==> config.mk <==
export PLATFORM = sky130hd
export DESIGN_NAME = serial_link_pwr_seq
export DESIGN_NICKNAME = d
export VERILOG_FILES = /design/src/rtl/serial_link_pwr_seq.sv
export SDC_FILE = /design/constraint.sdc
export NUM_CORES = 1
export LEC_CHECK = 0
export ABC_AREA = 1
export CORE_ASPECT_RATIO = 1.1
export CORE_MARGIN = 8
export CORE_UTILIZATION = 50
export CTS_BUF_LIST = sky130_fd_sc_hd__clkbuf_2 sky130_fd_sc_hd__clkbuf_4 sky130_fd_sc_hd__clkbuf_8
export CTS_CLUSTER_SIZE = 14
export DETAILED_ROUTE_END_ITERATION = 12
export DONT_BUFFER_PORTS = 1
export GPL_TIMING_DRIVEN = 0
export PLACE_DENSITY = 0.62
export SLEW_MARGIN = 15
export SYNTH_ARGS = -nofsm -noshare
export SYNTH_HDL_FRONTEND = slang
export SYNTH_SLANG_ARGS = --single-unit
==> constraint.sdc <==
create_clock -name clk_i -period 3.4 [get_ports clk_i]
set_input_delay 0.68 -clock clk_i [delete_from_list [all_inputs] [get_ports clk_i]]
set_output_delay 0.68 -clock clk_i [all_outputs]
set_load 0.005 [all_outputs]
==> src/rtl/serial_link_pwr_seq.sv <==
// -----------------------------------------------------------------------------
// serial_link_pwr_seq
//
// Power sequencer for a multi-channel serial link. A Moore FSM walks the link
// through clock enable, reset release, de-isolation and operation on bring-up,
// and through isolation, reset assertion and clock gating on teardown. A single
// shared down-counter times the fixed reset-phase holds and bounds the wait for
// the isolation acknowledge.
//
// All link-facing outputs and state_o are registered decodes of the current
// state. They therefore appear one clock after the state they describe, and no
// input reaches an output combinationally.
//
// Parameters
//   NumChannels   : channels with their own clock gate (1..16)
//   NumIsoPorts   : isolation ports (0 = ingress, 1 = egress)
//   RstHoldCycles : cycles spent in each reset-phase state (>= 1)
//   IsoTimeout    : cycles allowed for the isolation acknowledge, 0 = no limit
//
// Ports
//   clk_i         : clock
//   rst_ni        : asynchronous active-low reset
//   up_req_i      : level request to bring the link up
//   down_req_i    : level request to take the link down (wins over up_req_i)
//   chan_en_i     : per-channel enable mask, gates clk_ena_o
//   isolated_i    : isolation acknowledge from each isolate stage
//   err_clr_i     : clears the sticky timeout flag
//   clk_ena_o     : per-channel clock-gate enable
//   reset_no      : active-low link reset
//   isolate_o     : isolation request per port
//   link_up_o     : link operational
//   busy_o        : sequencing in progress (any state other than OFF / ON)
//   err_timeout_o : sticky isolation-acknowledge timeout flag
//   state_o       : FSM state code
// -----------------------------------------------------------------------------
module serial_link_pwr_seq #(
    parameter int NumChannels   = 1,
    parameter int NumIsoPorts   = 2,
    parameter int RstHoldCycles = 8,
    parameter int IsoTimeout    = 1024
) (
    input  logic                   clk_i,
    input  logic                   rst_ni,
    input  logic                   up_req_i,
    input  logic                   down_req_i,
    input  logic [NumChannels-1:0] chan_en_i,
    input  logic [NumIsoPorts-1:0] isolated_i,
    input  logic                   err_clr_i,
    output logic [NumChannels-1:0] clk_ena_o,
    output logic                   reset_no,
    output logic [NumIsoPorts-1:0] isolate_o,
    output logic                   link_up_o,
    output logic                   busy_o,
    output logic                   err_timeout_o,
    output logic [2:0]             state_o
);

    // ------------------------------------------------------------------
    // Counter sizing: wide enough for the longer of the two intervals.
    // ------------------------------------------------------------------
    localparam int MaxCnt = (RstHoldCycles > IsoTimeout) ? RstHoldCycles : IsoTimeout;
    localparam int CntW   = $clog2(MaxCnt + 1);

    // The counter is loaded with (interval - 1) on entry and the state is left
    // on the edge that observes zero, giving exactly 'interval' cycles.
    localparam logic [CntW-1:0] HoldLoad  = CntW'(RstHoldCycles - 1);
    localparam logic [CntW-1:0] IsoLoad   = (IsoTimeout > 0) ? CntW'(IsoTimeout - 1) : '0;
    localparam bit              TimeoutEn = (IsoTimeout > 0);

    typedef enum logic [2:0] {
        ST_OFF        = 3'd0,
        ST_CLK_ON     = 3'd1,
        ST_RST_REL    = 3'd2,
        ST_DEISO      = 3'd3,
        ST_ON         = 3'd4,
        ST_ISO        = 3'd5,
        ST_RST_ASSERT = 3'd6
    } state_e;

    state_e            state_reg, state_next;
    logic [CntW-1:0]   cnt_reg, cnt_next;
    logic              abort_pend_reg, abort_pend_next;
    logic              err_reg, err_next;
    logic              timeout_hit;
    logic              cnt_done;
    logic              iso_all_clear;
    logic              iso_all_set;

    // Registered output images
    logic [NumChannels-1:0] clk_ena_reg, clk_ena_next;
    logic [NumIsoPorts-1:0] isolate_reg, isolate_next;
    logic                   reset_n_reg;
    logic                   link_up_reg;
    logic                   busy_reg;
    logic [2:0]             state_o_reg;

    // State decode feeding the output registers
    logic dec_clk_on;
    logic dec_rst_rel;
    logic dec_iso_req;
    logic dec_link_up;
    logic dec_busy;

    assign cnt_done      = (cnt_reg == '0);
    assign iso_all_clear = ~|isolated_i;
    assign iso_all_set   = &isolated_i;

    // Counter value to load when a state is entered.
    function automatic logic [CntW-1:0] entry_load(input state_e st);
        case (st)
            ST_CLK_ON, ST_RST_REL, ST_RST_ASSERT: entry_load = HoldLoad;
            ST_DEISO, ST_ISO:                     entry_load = IsoLoad;
            default:                              entry_load = '0;
        endcase
    endfunction

    // ------------------------------------------------------------------
    // State register
    // ------------------------------------------------------------------
    always_ff @(posedge clk_i or negedge rst_ni) begin
        if (!rst_ni) begin
            state_reg      <= ST_OFF;
            cnt_reg        <= '0;
            abort_pend_reg <= 1'b0;
            err_reg        <= 1'b0;
        end else begin
            state_reg      <= state_next;
            cnt_reg        <= cnt_next;
            abort_pend_reg <= abort_pend_next;
            err_reg        <= err_next;
        end
    end

    // ------------------------------------------------------------------
    // Next-state logic
    // ------------------------------------------------------------------
    always_comb begin
        state_next  = state_reg;
        timeout_hit = 1'b0;

        case (state_reg)
            ST_OFF: begin
                if (up_req_i && !down_req_i) begin
                    state_next = ST_CLK_ON;
                end
            end

            // A down request seen during either reset hold does not cut the
            // hold short; it only redirects the exit to RST_ASSERT.
            ST_CLK_ON: begin
                if (cnt_done) begin
                    state_next = (abort_pend_reg || down_req_i) ? ST_RST_ASSERT : ST_RST_REL;
                end
            end

            ST_RST_REL: begin
                if (cnt_done) begin
                    state_next = (abort_pend_reg || down_req_i) ? ST_RST_ASSERT : ST_DEISO;
                end
            end

            // Down request beats a simultaneous acknowledge: once teardown is
            // requested the link must not be reported up.
            ST_DEISO: begin
                if (down_req_i) begin
                    state_next = ST_ISO;
                end else if (iso_all_clear) begin
                    state_next = ST_ON;
                end else if (TimeoutEn && cnt_done) begin
                    state_next  = ST_ISO;
                    timeout_hit = 1'b1;
                end
            end

            ST_ON: begin
                if (down_req_i) begin
                    state_next = ST_ISO;
                end
            end

            // A missing acknowledge here forces teardown anyway.
            ST_ISO: begin
                if (iso_all_set) begin
                    state_next = ST_RST_ASSERT;
                end else if (TimeoutEn && cnt_done) begin
                    state_next  = ST_RST_ASSERT;
                    timeout_hit = 1'b1;
                end
            end

            ST_RST_ASSERT: begin
                if (cnt_done) begin
                    state_next = ST_OFF;
                end
            end

            default: begin
                state_next = ST_OFF;
            end
        endcase
    end

    // ------------------------------------------------------------------
    // Shared counter, pending-abort latch and sticky error
    // ------------------------------------------------------------------
    always_comb begin
        cnt_next        = cnt_reg;
        abort_pend_next = abort_pend_reg;

        if (state_next != state_reg) begin
            cnt_next        = entry_load(state_next);
            abort_pend_next = 1'b0;
        end else begin
            if (!cnt_done) begin
                cnt_next = cnt_reg - CntW'(1);
            end
            if ((state_reg == ST_CLK_ON || state_reg == ST_RST_REL) && down_req_i) begin
                abort_pend_next = 1'b1;
            end
        end
    end

    // Setting wins over a clear in the same cycle so a fresh timeout is
    // never lost.
    always_comb begin
        err_next = err_reg;
        if (timeout_hit) begin
            err_next = 1'b1;
        end else if (err_clr_i) begin
            err_next = 1'b0;
        end
    end

    // ------------------------------------------------------------------
    // Output decode from the registered state
    // ------------------------------------------------------------------
    always_comb begin
        dec_clk_on  = (state_reg != ST_OFF);
        dec_rst_rel = (state_reg == ST_RST_REL) || (state_reg == ST_DEISO) ||
                      (state_reg == ST_ON)      || (state_reg == ST_ISO);
        dec_iso_req = !((state_reg == ST_DEISO) || (state_reg == ST_ON));
        dec_link_up = (state_reg == ST_ON);
        dec_busy    = !((state_reg == ST_OFF) || (state_reg == ST_ON));
    end

    generate
        for (genvar gi = 0; gi < NumChannels; gi++) begin : g_clk_ena
            assign clk_ena_next[gi] = dec_clk_on & chan_en_i[gi];
        end
        for (genvar gi = 0; gi < NumIsoPorts; gi++) begin : g_isolate
            assign isolate_next[gi] = dec_iso_req;
        end
    endgenerate

    always_ff @(posedge clk_i or negedge rst_ni) begin
        if (!rst_ni) begin
            clk_ena_reg <= '0;
            isolate_reg <= '1;
            reset_n_reg <= 1'b0;
            link_up_reg <= 1'b0;
            busy_reg    <= 1'b0;
            state_o_reg <= 3'd0;
        end else begin
            clk_ena_reg <= clk_ena_next;
            isolate_reg <= isolate_next;
            reset_n_reg <= dec_rst_rel;
            link_up_reg <= dec_link_up;
            busy_reg    <= dec_busy;
            state_o_reg <= state_reg;
        end
    end

    assign clk_ena_o     = clk_ena_reg;
    assign isolate_o     = isolate_reg;
    assign reset_no      = reset_n_reg;
    assign link_up_o     = link_up_reg;
    assign busy_o        = busy_reg;
    assign err_timeout_o = err_reg;
    assign state_o       = state_o_reg;

endmodule

==> qor.txt, run 1 <==
status: finished, final reports clean
root buf cell: clkbuf_4
Clock transition at path regs: 140 ps
type of the worst setup path: flop to flop
Fin. Hold Viols: 0
Num CTS Buffers: 3
Core Area: 2753 um2
DIE AREA: 4833 um2
via count: 1,130
pin count of the biggest net entering global routing: 25
maxcap violations: 0
Chip Width: 67.02 um
placed instance count: 206
Reg2Reg Launch Point: cnt_reg[0]
slowest cell on the critical path: dfrtp_1
Placer Congestion: 0.8362
total grt overflow: 0
Post-synth EDFFs: 0
hold crit path type: input port to async pin
yosys warns: 0
area grow syn2layout: 5.420%
final non-filler cell total: 210
global-route wire length before repair: 5.050 mm
# DRC: 0
max reg flops: 11
setup_tns: 0 ps
share of layout cells above drive strength 1: 0.2316
Async SR Flop Fraction: 1.000
max incr delay on CP: 420 ps
fin crit period: 2183 ps
Initial Util: 0.5200
CP Data Required Time: 3630 ps
Worst setup EP type: flop
Final Power: 1.606 mW
syn nets: 182
Mapped Area: 1431 um2
Leak: 0.7385 nW
Least-Margin Pin Slew: 324.7 ps
hpwl dp: 2.232 mm
most used cell, CP: nand2_1
Critical path origin: cnt_reg[0]
worst endpoint data arrival time: 2410 ps
Clock Skew: 2.725 ps
Distinct cells, synth: 28
cts hold-fix bufs: 0
Slew HR: 0.7824
syn avg cell area: 8.274 um2
First-pass DRT Iterations: 4
crit share post-route: 0.6420
RSZ-0062 raised after global routing: false
ANT cells: 0
htree depth: 1
commonest register cell after synthesis: dfrtp_1
Synth Instances: 173
drt initial violations: 71
CTS tree: built
Crit Path Max Fanout: 10
Overall Global Routing Usage: 0.1304
PD cells: 1064 nW/um2
crit start category: flop
wire length per cell: 13.99 um
achievable frequency: 458.1 MHz
crit path cell chain: inv_1 > ha_1 > nand2_1 > nor2_1 > nand3_2 > buf_6 > nand2_2 > nand4_4 > nand2_2 > nand4_4 > nor2_8 > inv_2 > nand2_1 > nand2_1
Final Max Tran Viols: 0
clock sinks: 24
Final Util: 0.5482
chip height: 72.12 um
vias in the first global route: 1,097
Clock Latency Late Sink: 310 ps
nets@finish: 187
setup bufs post-CTS: 0
total wire length: 2.938 mm
I/O pin total: 18
post_cts resized: 0
count of final setup violators: 0
Hold WS: 35.32 ps
maximum VDD drop: 526.1 uV
PortBufs: 0
antenna viol nets, final: 0
clock buffer depth: 2
Seq/Total Area, Yosys: 0.4205
Yosys reg bits: 24
row count: 20
DR vias/cell: 5.381
initial antenna violation count: 0
-- where the power goes --
| group | internal, mW | switching (mW) |
|---|---|---|
| Combinational | 0.333 | 0.616 |
| Sequential | 0.412 | 0.0902 |
| Clock | 0.0654 | 0.0893 |
| Total | 0.810 | 0.796 |
-- placed cells by master (no fill, tap or decap) --
cell type	netlist	final
inv_1	15	15
nor2_8	2	2
nor2_2	5	5
clkbuf_8	0	1
or2_2	1	1
buf_4	1	1
ha_1	1	1
buf_6	1	1
nand2_2	9	9
clkinv_1	1	1
nand4_4	2	2
a21oi_4	1	1
xnor2_1	1	1
nand3_1	20	20
o21a_1	1	1
a21oi_1	13	13
o21ai_0	6	6
nand2_1	30	30
xor2_1	5	5
o21ai_1	2	2
nand3_2	2	2
dfrtp_1	23	23
inv_2	9	9
clkbuf_4	0	3
nand4_1	4	4
nor3_2	2	2
nand4_2	1	1
dfstp_2	1	1
a21boi_0	1	1
nor2_1	13	13
-- path summary, 6_finish.rpt --
kind	to	slack, ps	cells past startpoint
setup reg to reg	cnt_reg[1]	1220	14
hold reg to reg	state_o[2]	460	0
max in group asynchronous	isolate_o[0]	3200	0
min in group clk_i	err_timeout_o	450	1
setup / recovery	cnt_reg[1]	1220	14
hold / removal	cnt_reg[0]	40	0
-- final cells by class --
| cell class | count | area [um2] |
|---|---|---|
| sequential | 24 | 601.8 |
| fill | 277 | 1244 |
| clock buffer | 4 | 36.28 |
| multi-input combinational | 122 | 716.9 |
| tap | 33 | 41.29 |
| buffer | 2 | 18.77 |
| inverter | 25 | 93.84 |
-- logic make-up after synthesis --
group,count (synthesis),share of synthesized area
AOI/OAI and AO/OA,24,0.09529
and+or+nand+nor,91,0.3601
buffers and inverters,27,0.07867
xor gates and xnor gates,6,0.03671
DFF,24,0.4205
adders and majority gates,1,0.008740
-- through the flow --
stage	cell area, um2	worst slack (ps)
2_1_floorplan	1431	1496
3_3_place_gp	1473	1248
3_5_place_dp	1473	1238
4_1_cts	1509	1215
5_1_grt	1509	978.2
6_report	1509	1217
-- cells in the mapped netlist (all sizes together) (2+ instances only) --
cell type / instances / area [um2]
nor2: 20 / 120.1
buf: 2 / 18.77
nand3: 22 / 120.1
a21oi: 14 / 81.33
o21ai: 8 / 40.04
nor3: 2 / 20.02
inv: 24 / 90.08
nand2: 39 / 168.9
xor2: 5 / 43.79
dfrtp: 23 / 575.6
nand4: 7 / 80.07
-- worst max-delay path, delay by kind of cell, from the launching register on --
kind	cells	cell delay, ps
AND/OR/NAND/NOR	10	1160
flip-flops	1	420
buffers and inverters	3	290
adder cells (fa/ha/maj)	1	240
-- routing by layer --
metal | routed length [um] | track usage | vias up
li1 | - | - | 574
met1 | 1415 | 0.1763 | 533
met2 | 1400 | 0.2053 | 19
met3 | 96 | 0.02311 | 4
met4 | 25 | 0.03721 | 0
met5 | 0 | 0 | -
Power figures use the tool's default switching activity.
==> run 2: changes to the inputs <==
- PLACE_DENSITY: 0.62 -> 0.65
- clock period: 3.4 -> 1.9 ns (I/O delays scaled with it)
==> run 2 against run 1 <==
The flow now finishes with violations (negative setup slack). Clock power up 81%. Die area unchanged. Worst setup slack worse by 1400 ps. Count of clock-buffer cells in the layout unchanged. Via count up 13%. Wire length up 22%. Worst hold slack better by 120 ps. Fmax up 4.4%. Power up 130%. Core utilization up 11 points. Cell area up 19%. Critical path depth unchanged.
==> qor.txt, run 2 (synthesis gave the netlist of run 1 again) <==
DR vias/cell: 5.692 (+5.8%)
Core Area: 2753 um2 (unchanged)
Leak: 0.8447 nW (+14%)
antenna viol nets, final: 0 (unchanged)
placed instance count: 206 (unchanged)
R2R cell count: 14 (unchanged)
area grow syn2layout: 25.61%
Chip Width: 67.02 um (unchanged)
switching power: 1.865 mW (+130%)
root buf cell: clkbuf_4
First-pass DRT Iterations: 4 (unchanged)
combinational power share: 0.670 (+0.079)
Critical path origin: cnt_reg[1]
max incr delay on CP: 410 ps (about the same)
fin crit period: 2090 ps (-92.49 ps)
fill count: 204 (-26%)
Fin. Hold Viols: 0 (unchanged)
clock network power share: 0.077 (-0.019)
maximum VDD drop: 1171 uV (+120%)
Clock transition at path regs: 140 ps (about the same)
final worst setup slack: -190.3 ps (-1408 ps)
Crit Reg-Reg Endpoint: cnt_reg[2]
multi-input logic area: 864.6 um2 (+21%)
CP Data Required Time: 2120 ps (-1510 ps)
Clock Latency Late Sink: 320 ps (about the same)
crit share post-route: 1.100 (+0.4582)
max reg flops: 11 (unchanged)
vias in the first global route: 1,206 (+9.9%)
row count: 20 (unchanged)
# DRC: 0 (unchanged)
Least-Margin Pin Slew: 440.1 ps (+115.5 ps)
DIE AREA: 4833 um2 (unchanged)
hold crit path type: input port to flop
drt initial violations: 97 (+37%)
worst endpoint data arrival time: 2310 ps (-100 ps)
final non-filler cell total: 224 (+6.7%)
Crit Path Max Fanout: 5 (-5)
hpwl dp: 2.219 mm (-0.58%)
register share of total power: 0.253 (-0.060)
I/O pin total: 18 (unchanged)
crit path cell chain: inv_2 > ha_4 > nand2_4 > nor2_4 > nand3_4 > buf_4 > nand2_1 > nand3_1 > nand3_2 > nand2_4 > nand2_2 > clkinvlp_4 > nand3_1 > a21oi_2
commonest non-fill, non-tap cells in the layout: 26 x nand2_1, 21 x dfrtp_1, 20 x nand3_1
r2r setup slk: -190 ps (-1410 ps)
maxcap violations: 0 (unchanged)
Num CTS Buffers: 3 (unchanged)
chip height: 72.12 um (unchanged)
htree depth: 1 (unchanged)
PortBufs: 0 (unchanged)
clock sinks: 24 (unchanged)
status: finished, violations left
type of the worst setup path: flop to flop
switching share of power: 0.5100 (+0.01441)
Reg2Reg Launch Point: cnt_reg[1]
global-route wire length before repair: 5.568 mm (+10%)
initial antenna violation count: 0 (unchanged)
RSZ-0062 raised after global routing: true
Pint: 1.792 mW (+120%)
nets@finish: 201 (+7.5%)
Slew HR: 0.7035 (-0.07889)
Initial Util: 0.5200 (unchanged)
achievable frequency: 478.4 MHz (+4.4%)
pin count of the biggest net entering global routing: 25 (unchanged)
count of final setup violators: 12 (+12)
wire length per cell: 15.99 um (+14%)
ANT cells: 0 (unchanged)
Final Max Tran Viols: 0 (unchanged)
share of layout cells above drive strength 1: 0.3770 (+0.1453)
slowest cell on the critical path: dfrtp_1
FF/Latch Area: 604.3 um2 (+0.42%)
Worst setup EP type: flop
Final Power: 3.657 mW (+130%)
PD cells: 2034 nW/um2 (+91%)
total grt overflow: 0 (unchanged)
hold_sp: err_clr_i
CTS tree: built
failing checks: negative setup slack
Overall Global Routing Usage: 0.1431 (+0.01268)
Critical path destination: cnt_reg[2]
crit start category: flop
Clock Skew: 3.187 ps (+0.4621 ps)
commonest non-fill, non-tap cell in the layout: nand2_1
via count: 1,275 (+13%)
clock buffer depth: 2 (unchanged)
total wire length: 3.582 mm (+22%)
Placer Congestion: 0.8755 (+4.7%)
==> run 2: power groups by stage <==
stage	registers, mW	logic (mW)	clock network, mW
after floorplan	0.873	1.44	0
after global placement	0.906	1.68	0
after detailed placement	0.919	1.72	0
after CTS	0.916	1.96	0.285
after global routing	0.952	2.68	0.303
final	0.927	2.45	0.280
==> run 2: repair_timing <==
action	4_1_cts	5_1_grt
setup endpoints to repair	10	12
cloned	1	3
pin swaps	6	7
hold buffers	2	0
hold endpoints to repair	24	0
setup buffers	4	4
gates resized for setup	11	24
==> run 2: worst min-delay path by stage <==
stage	to	depth (start not counted)
final	err_timeout_o	1
after global routing	err_timeout_o	1
after CTS	err_timeout_o	1
after detailed placement	busy_o	0
after global placement	link_up_o	0
after floorplan	abort_pend_reg	0
==> run 2: layer usage <==
layer	GRT usage	up-vias	share of wire	routed length, um
met5	0	-	0	0
met4	0.04651	0	0.015	55
met3	0.01849	8	0.052	188
met2	0.2372	50	0.52	1859
met1	0.1851	611	0.41	1480
li1	-	606	-	-
==> run 2: through the flow <==
stage / hold slack, ps / utilization / cell area, um2 / TNS [ps] / setup slack, ps
3_3_place_gp: 85.09 / 0.5395 / 1485 / -1318 / -199.2
4_1_cts: 146.0 / 0.5941 / 1635 / -835.1 / -114.3
5_1_grt: 149.4 / 0.6532 / 1798 / -3299 / -321.0
2_1_floorplan: 84.41 / - / 1444 / 0 / 16.47
3_5_place_dp: 85.12 / 0.5395 / 1485 / -1405 / -199.8
6_report: 156.3 / 0.6532 / 1798 / -1795 / -190.3
==> run 2: critical path: cells and delay by family (launching register included) <==
| family | cells | cell delay [ps] |
|---|---|---|
| AND/OR/NAND/NOR | 9 | 930 |
| buffers and inverters | 3 | 410 |
| flip-flops | 1 | 410 |
| adder cells (fa/ha/maj) | 1 | 180 |
| AO/OA/AOI/OAI | 1 | 60 |
==> run 2: cell type report <==
cell class / instances / share of cell area
multi-input combinational: 124 / 0.4809
sequential: 24 / 0.3361
timing repair buffer: 11 / 0.06402
inverter: 25 / 0.05637
tap: 33 / 0.02296
clock buffer: 4 / 0.02018
buffer: 2 / 0.01531
timing repair inverter: 1 / 0.004175
==> run 3: changes to the inputs <==
- CORE_UTILIZATION: 50 -> 29
- PLACE_DENSITY: 0.65 -> 0.41
==> run 3 against run 2 <==
The run still ends with negative setup slack left. Power is 3.8% higher. Combinational power is 3% higher. Global-route usage is 3.9 points lower. Wire length is 2.4% higher. Clock skew is 4.0 ps higher. Non-clock buffer count is 7 higher. Register-to-register slack better by 20 ps. Fmax is 0.73% higher.
==> qor.txt, run 3 (synthesis gave the netlist of run 1 again) <==
switching power: 1.823 mW (-2.3%)
Worst setup EP type: flop
PD cells: 1995 nW/um2 (-1.9%)
crit path cell chain: inv_2 > ha_4 > nand2_2 > nor2_4 > nand3_4 > buf_12 > nand2_4 > nand4_4 > nand2_4 > nand4_4 > nor2_8 > buf_4 > a21oi_2
Clock Skew: 7.222 ps (+4.035 ps)
clock sinks: 24 (unchanged)
share of layout cells above drive strength 1: 0.4061 (+0.02913)
PortBufs: 0 (unchanged)
# DRC: 0 (unchanged)
Initial Util: 0.2922 (-0.2278)
Pint: 1.972 mW (+10%)
hold_sp: err_clr_i
Core Area: 4898 um2 (+78%)
Clock Latency Late Sink: 270 ps (-50 ps)
chip height: 89.69 um (+24%)
htree depth: 1 (unchanged)
worst endpoint data arrival time: 2240 ps (-70 ps)
nets@finish: 207 (+3.0%)
commonest non-fill, non-tap cells in the layout: 22 x nand2_1, 22 x dfrtp_1, 20 x nand3_1
clock buffer depth: 2 (unchanged)
register share of total power: 0.241 (-0.012)
DR vias/cell: 4.784 (-16%)
RSZ-0062 raised after global routing: true
maxcap violations: 0 (unchanged)
clock network power share: 0.095 (+0.018)
Crit Path Max Fanout: 5 (unchanged)
maximum VDD drop: 556.3 uV (-52%)
Chip Width: 82.99 um (+24%)
r2r setup slk: -180 ps (+20 ps)
status: finished, violations left
count of final setup violators: 12 (unchanged)
hpwl dp: 2.491 mm (+12%)
Least-Margin Pin Slew: 463.3 ps (+23.15 ps)
row count: 27 (+35%)
R2R cell count: 13 (-1)
type of the worst setup path: flop to flop
Reg2Reg Launch Point: cnt_reg[1]
wire length per cell: 14.38 um (-10%)
vias in the first global route: 1,267 (+5.1%)
pin count of the biggest net entering global routing: 25 (unchanged)
final non-filler cell total: 255 (+14%)
total wire length: 3.667 mm (+2.4%)
CP Data Required Time: 2070 ps (-50 ps)
Num CTS Buffers: 3 (unchanged)
Fin. Hold Viols: 0 (unchanged)
Final Power: 3.795 mW (+3.8%)
First-pass DRT Iterations: 4 (unchanged)
area grow syn2layout: 32.87%
crit share post-route: 1.092 (-0.007997)
placed instance count: 231 (+12%)
DIE AREA: 7443 um2 (+54%)
ANT cells: 0 (unchanged)
slowest cell on the critical path: dfrtp_1
antenna viol nets, final: 0 (unchanged)
hold crit path type: input port to flop
max reg flops: 11 (unchanged)
drt initial violations: 52 (-46%)
Leak: 0.8878 nW (+5.1%)
via count: 1,220 (-4.3%)
achievable frequency: 481.9 MHz (+0.73%)
global-route wire length before repair: 6.320 mm (+14%)
CTS tree: built
Placer Congestion: 0.8155 (-6.9%)
Clock transition at path regs: 90 ps (-50 ps)
max incr delay on CP: 400 ps (about the same)
Final Max Tran Viols: 0 (unchanged)
crit start category: flop
Slew HR: 0.6879 (-0.01560)
final worst setup slack: -175.1 ps (+15.19 ps)
root buf cell: clkbuf_8
Worst Hold End: err_timeout_o
combinational power share: 0.664 (-0.006)
failing checks: negative setup slack
Overall Global Routing Usage: 0.1043 (-0.03880)
fin crit period: 2075 ps (-15.19 ps)
WHS Path Cells: 1 (unchanged)
initial antenna violation count: 0 (unchanged)
switching share of power: 0.4804 (-0.02960)
total grt overflow: 0 (unchanged)
Crit Reg-Reg Endpoint: cnt_reg[9]
I/O pin total: 18 (unchanged)
## run 3: cell types whose count changed in the layout (fill, tap and decap cells not counted), sizes merged
| cell | delta |
|---|---|
| clkbuf | -1 |
| buf | +8 |
| clkinvlp | -1 |
## run 3: power groups by stage
stage | logic [mW] | clock network, mW | registers, mW
after global routing | 2.78 | 0.395 | 0.946
final | 2.52 | 0.360 | 0.914
after CTS | 2.37 | 0.375 | 0.917
after floorplan | 1.44 | 0 | 0.873
after global placement | 1.74 | 0 | 0.917
after detailed placement | 1.77 | 0 | 0.919
## run 3: layer usage
| layer | up-vias | share of wire | track usage |
|---|---|---|---|
| met2 | 11 | 0.49 | 0.1768 |
| met3 | 4 | 0.025 | 0.02166 |
| li1 | 616 | - | - |
| met4 | 0 | 0.011 | 0.04313 |
| met5 | - | 0 | 0 |
| met1 | 589 | 0.47 | 0.1269 |
## run 3: worst max path at each step
stage	start	end	slack, ps	depth (start not counted)
floorplan	cnt_reg[1]	cnt_reg[1]	20	14
global placement	cnt_reg[1]	cnt_reg[1]	-270	14
detailed placement	cnt_reg[1]	cnt_reg[1]	-290	14
CTS	cnt_reg[1]	cnt_reg[1]	-130	14
global route	cnt_reg[1]	abort_pend_reg	-260	13
finish	cnt_reg[1]	cnt_reg[9]	-180	13
## run 3: area by class of cell
cell class	instances	area, um2
sequential	24	603.1
multi-input combinational	124	860.8
tap	58	72.57
timing repair buffer	18	186.4
fill	488	2997
clock buffer	4	55.05
buffer	2	27.53
inverter	25	96.34
## run 3: critical path: cells and delay by family (launching register included)
family	cells	cell delay [ps]
adders and majority gates	1	160
DFF	1	400
buffers and inverters	3	380
and+or+nand+nor	8	990
AOI/OAI and AO/OA	1	30
## run 3: through the flow
| step | cell area, um2 | util | hold WS (ps) | worst slack, ps | setup TNS [ps] |
|---|---|---|---|---|---|
| 6_report | 1902 | 0.3883 | 209.2 | -175.1 | -1537 |
| 5_1_grt | 1902 | 0.3883 | 200.1 | -258.1 | -2667 |
| 4_1_cts | 1854 | 0.3785 | 198.3 | -129.1 | -1049 |
| 3_5_place_dp | 1516 | 0.3096 | 85.16 | -292.2 | -2210 |
| 3_3_place_gp | 1516 | 0.3096 | 85.20 | -270.0 | -2003 |
| 2_1_floorplan | 1444 | - | 84.41 | 16.47 | 0 |
## run 3: timing repair
action,in CTS,in global routing
hold endpoints to repair,24,0
pin swaps,13,4
endpoints found under the setup margin,12,12
hold buffers,2,0
setup buffers,12,3
gates cloned,3,0
resized for setup,26,9
